`src/rtl/alu_arbiter.sv`:
```
// Round-robin arbiter sharing one combinational ALU between two requesters.
// Result is registered once and returned on a tagged valid/ready channel.
package alu_arbiter_pkg;
    typedef enum logic [3:0] {
        ALU_ADD  = 4'd0,
        ALU_SUB  = 4'd1,
        ALU_XOR  = 4'd2,
        ALU_OR   = 4'd3,
        ALU_AND  = 4'd4,
        ALU_SLL  = 4'd5,
        ALU_SRL  = 4'd6,
        ALU_SRA  = 4'd7,
        ALU_SLT  = 4'd8,
        ALU_SLTU = 4'd9
    } alu_op_t;
endpackage

module alu_arbiter
    import alu_arbiter_pkg::*;
#(
    parameter int TAG_W = 4
) (
    input  logic             clk,
    input  logic             rst,
    input  logic             req0_valid,
    output logic             req0_ready,
    input  alu_op_t          req0_op,
    input  logic             req0_is_imm,
    input  logic [31:0]      req0_rs1,
    input  logic [31:0]      req0_rs2,
    input  logic [31:0]      req0_imm,
    input  logic [TAG_W-1:0] req0_tag,
    input  logic             req1_valid,
    output logic             req1_ready,
    input  alu_op_t          req1_op,
    input  logic             req1_is_imm,
    input  logic [31:0]      req1_rs1,
    input  logic [31:0]      req1_rs2,
    input  logic [31:0]      req1_imm,
    input  logic [TAG_W-1:0] req1_tag,
    output alu_op_t          alu_op,
    output logic             alu_is_imm,
    output logic [31:0]      alu_rs1,
    output logic [31:0]      alu_rs2,
    output logic [31:0]      alu_imm,
    input  logic [31:0]      alu_rd,
    output logic             resp_valid,
    input  logic             resp_ready,
    output logic [31:0]      resp_data,
    output logic             resp_id,
    output logic [TAG_W-1:0] resp_tag
);

    logic             last_grant_q, last_grant_d;
    logic             resp_valid_q, resp_valid_d;
    logic [31:0]      resp_data_q, resp_data_d;
    logic             resp_id_q, resp_id_d;
    logic [TAG_W-1:0] resp_tag_q, resp_tag_d;

    logic slot_free;
    logic gnt0;
    logic gnt1;

    // Grant: a single valid port wins; on contention the port not last granted wins.
    always_comb begin
        slot_free = !resp_valid_q || resp_ready;
        gnt0 = slot_free && req0_valid && (!req1_valid || last_grant_q);
        gnt1 = slot_free && req1_valid && (!req0_valid || !last_grant_q);
    end

    assign req0_ready = gnt0;
    assign req1_ready = gnt1;

    // Operand mux: port 0 fields by default so the ALU never sees X when idle.
    always_comb begin
        alu_op     = req0_op;
        alu_is_imm = req0_is_imm;
        alu_rs1    = req0_rs1;
        alu_rs2    = req0_rs2;
        alu_imm    = req0_imm;
        if (gnt1) begin
            alu_op     = req1_op;
            alu_is_imm = req1_is_imm;
            alu_rs1    = req1_rs1;
            alu_rs2    = req1_rs2;
            alu_imm    = req1_imm;
        end
    end

    // Next state: drain clears valid, an accept overwrites the result slot.
    always_comb begin
        last_grant_d = last_grant_q;
        resp_valid_d = resp_valid_q && !resp_ready;
        resp_data_d  = resp_data_q;
        resp_id_d    = resp_id_q;
        resp_tag_d   = resp_tag_q;
        if (gnt0 || gnt1) begin
            last_grant_d = gnt1;
            resp_valid_d = 1'b1;
            resp_data_d  = alu_rd;
            resp_id_d    = gnt1;
            resp_tag_d   = gnt1 ? req1_tag : req0_tag;
        end
    end

    // State register; last_grant resets to 1 so port 0 wins first contention.
    always_ff @(posedge clk) begin
        if (rst) begin
            last_grant_q <= 1'b1;
            resp_valid_q <= 1'b0;
            resp_data_q  <= '0;
            resp_id_q    <= 1'b0;
            resp_tag_q   <= '0;
        end else begin
            last_grant_q <= last_grant_d;
            resp_valid_q <= resp_valid_d;
            resp_data_q  <= resp_data_d;
            resp_id_q    <= resp_id_d;
            resp_tag_q   <= resp_tag_d;
        end
    end

    assign resp_valid = resp_valid_q;
    assign resp_data  = resp_data_q;
    assign resp_id    = resp_id_q;
    assign resp_tag   = resp_tag_q;

endmodule

```
`config.mk`:
```
export PLATFORM = sky130hd
export DESIGN_NAME = alu_arbiter
export DESIGN_NICKNAME = d
export VERILOG_FILES = /design/src/rtl/alu_arbiter.sv
export SDC_FILE = /design/constraint.sdc
export NUM_CORES = 1
export LEC_CHECK = 0
export BUFFER_PORTS_ARGS = -buffer_cell sky130_fd_sc_hd__buf_2
export CAP_MARGIN = 0
export CORE_AREA = 2 2 151 153
export CTS_BUF_LIST = sky130_fd_sc_hd__clkbuf_4
export DETAILED_ROUTE_END_ITERATION = 10
export DIE_AREA = 0 0 153 155
export GPL_ROUTABILITY_DRIVEN = 1
export PLACE_DENSITY = 0.4
export SYNTH_ARGS = -nofsm -noshare
export SYNTH_HDL_FRONTEND = slang
export SYNTH_SLANG_ARGS = --single-unit
```
`constraint.sdc`:
```
create_clock -name clk -period 4.08 [get_ports clk]
set_input_delay 0.816 -clock clk [delete_from_list [all_inputs] [get_ports clk]]
set_output_delay 0.816 -clock clk [all_outputs]
set_load 0.05 [all_outputs]
```
==> out/metrics.yaml <==
hp-class: "flop to flop"
ctsResizeCount: 0
start_kind: "input pin"
ir_worst_vdd_mv: 0.151
crit_start: "req0_valid"
final_hold_viol_count: 0
end_kind: "output port"
worstMarginPinSlew_ns: 0.815
grt_overflow: 0
io_buffers: 387
power_density_nw_per_um2: 298
clock_skew_ns: 0.0211
status: "finished clean"
setup_ws_ns: 0.747
initial_utilization_pct: 13.8
syn-cell-area_sq_um: 3060
finalCritPeriodShare_pct: 81.7
reg2reg_from: "resp_valid$_SDFF_PP0_"
grt_pass1_vias: 3679
cp.arrival_ns: 2.52
vias_per_cell: 3.96
drc: 0
p_sw_mw: 0.783
track_usage_pct: 13.6
first_iter_violations: 131
switching_share_pct: 49.5
rows: 55
max_freq_mhz: 300
yosysSeqAreaShare_pct: 25.5
wirelength_mm: 17.6
whs_ns: 0.479
drive_gt1_share_pct: 75.9
p_int_mw: 0.799
dieArea_sq_um: 23700
pwr-share-clk_pct: 13.8
netlist_instances: 298
stdcell_area_sq_um: 5310
tns_ns: 0
areaGrowthSynthToFinish_pct: 73.5
core_area_sq_um: 22200
synth_area_per_cell_sq_um: 10.3
cts_setup_buffers: 0
pin_count: 388
cts_buffer_depth: 2
leakagePower_nw: 2.92
finalCriticalPeriod_ns: 3.33
place.gp.congestion: 0.822
clk_pin_slew_ns: 0.13
fp.dieW_microns: 153
antenna_found_initial: 3
hold_buffers: 0
hpwl_mm: 15.1
wl_per_cell_microns: 18.4
seqPwrFrac_pct: 26.6
clk_latency_ns: 0.37
drv_slew: 0
cts_sinks: 39
die_h_microns: 155
cap_violations: 0
fillers: 2530
min_from: "resp_data[16]$_SDFFE_PP0P_"
h-tree-depth: 2
crit_required_ns: 3.26
pre_cts_slack_ns: 0.756
synth_cell_types: 21
nets: 915
layout_common_cells: "buf_2, mux2_4, a21oi_1, dfxtp_1"
cts_tree: "done"
cts_buffers: 5
vias: 3785
cts_root_buffer: "clkbuf_4"
finalSetupViolations: 0
synth-seq-cells: 39
grt_max_degree: 42
syn_nets: 545
dpl-instance-area_sq_um: 5250
ys_warn_count: 0
grt_pass1_wl_mm: 24.5
crit_path_max_fanout: 41
slew_headroom_pct: 45.7
rsz0062_at_grt: "no"
firstDrtPassIters: 4
worstSetupPathType: "input pin to output port"
final_common_cell: "buf_2"
combPwrFrac_pct: 59.7
ant_nets: 0
cell families (layout without fill, tap and decap cells):
family | count (synthesis) | in the layout | synth area share, %
buffers and inverters | 34 | 405 | 6.55
and+or+nand+nor | 46 | 46 | 8.88
DFF | 39 | 39 | 25.5
other | 0 | 1 | 0
AOI/OAI and AO/OA | 78 | 78 | 13.5
muxes | 101 | 101 | 45.5
cell usage after synthesis:
cell type	count	area [sq um]
a311o_1	1	10.0
clkbuf_1	13	48.8
a2111oi_0	4	35.0
a211oi_1	1	7.51
buf_6	8	90.1
o21ai_0	33	165
nor4b_1	4	35.0
inv_1	3	11.3
mux2_4	68	1020
and2_4	1	8.76
nor2_1	1	3.75
a21oi_1	39	195
buf_2	10	50.1
nand3b_4	1	20.0
nor2b_1	1	6.26
dfxtp_1	39	781
nand2b_1	1	6.26
or2_2	1	6.26
nor4_1	4	25.0
mux2_2	33	372
nand3_1	32	160
power groups by stage:
stage	Combinational, mW	Clock [mW]	Sequential [mW]
global route	0.990	0.252	0.425
detailed placement	0.948	0	0.429
floorplan	0.595	0	0.522
global placement	0.952	0	0.429
CTS	0.950	0.234	0.421
finish	0.944	0.218	0.420
cell type report:
cell class | instances | area [sq um] | area share (%)
clock inverters | 2 | 12.5 | 0.236
repair buffers | 394 | 2010 | 38.0
diodes | 1 | 2.50 | 0.0472
flip-flops and latches | 39 | 781 | 14.7
clock buffers | 6 | 45.0 | 0.849
multi-input cells | 225 | 2080 | 39.2
well taps | 285 | 357 | 6.72
inverters | 3 | 11.3 | 0.212
worst max-delay path, stage by stage:
cell and delay (ns):
buf_2 0.13, and2_4 0.18, nand3b_4 0.42, buf_12 0.37, mux2_4 0.33, buf_2 0.21
path summary, 6_finish.rpt:
path	end	slack (ns)	cells after the start
min	resp_data[16]$_SDFFE_PP0P_	0.48	2
min reg2reg	resp_data[16]$_SDFFE_PP0P_	0.48	2
max reg2reg	last_grant_q$_SDFFE_PP1P_	2.60	4
max	alu_rs2[5]	0.75	6
registers in the layout, indices dropped and copies added (netlist names):
signal and flops:
resp_id 1, resp_data 32, last_grant_q 1, resp_tag 4, resp_valid 1
metrics by stage:
| stage | cells | util [%] | power, mW |
|---|---|---|---|
| after global placement | 946 | 23.6 | 1.38 |
| after global routing | 955 | 23.9 | 1.67 |
| after detailed placement | 946 | 23.6 | 1.38 |
| after floorplan | 298 | - | 1.12 |
| after CTS | 954 | 23.9 | 1.61 |
| final | 955 | 23.9 | 1.58 |
layer usage:
metal | GRT usage (%) | up-vias | part of all wire [%]
met2 | 23.7 | 193 | 50
met1 | 17.6 | 1726 | 42
met3 | 3.20 | 18 | 7.0
li1 | - | 1848 | -
met5 | 0 | - | 0
met4 | 1.90 | 0 | 0.71
(Power assumes the default switching activity.)
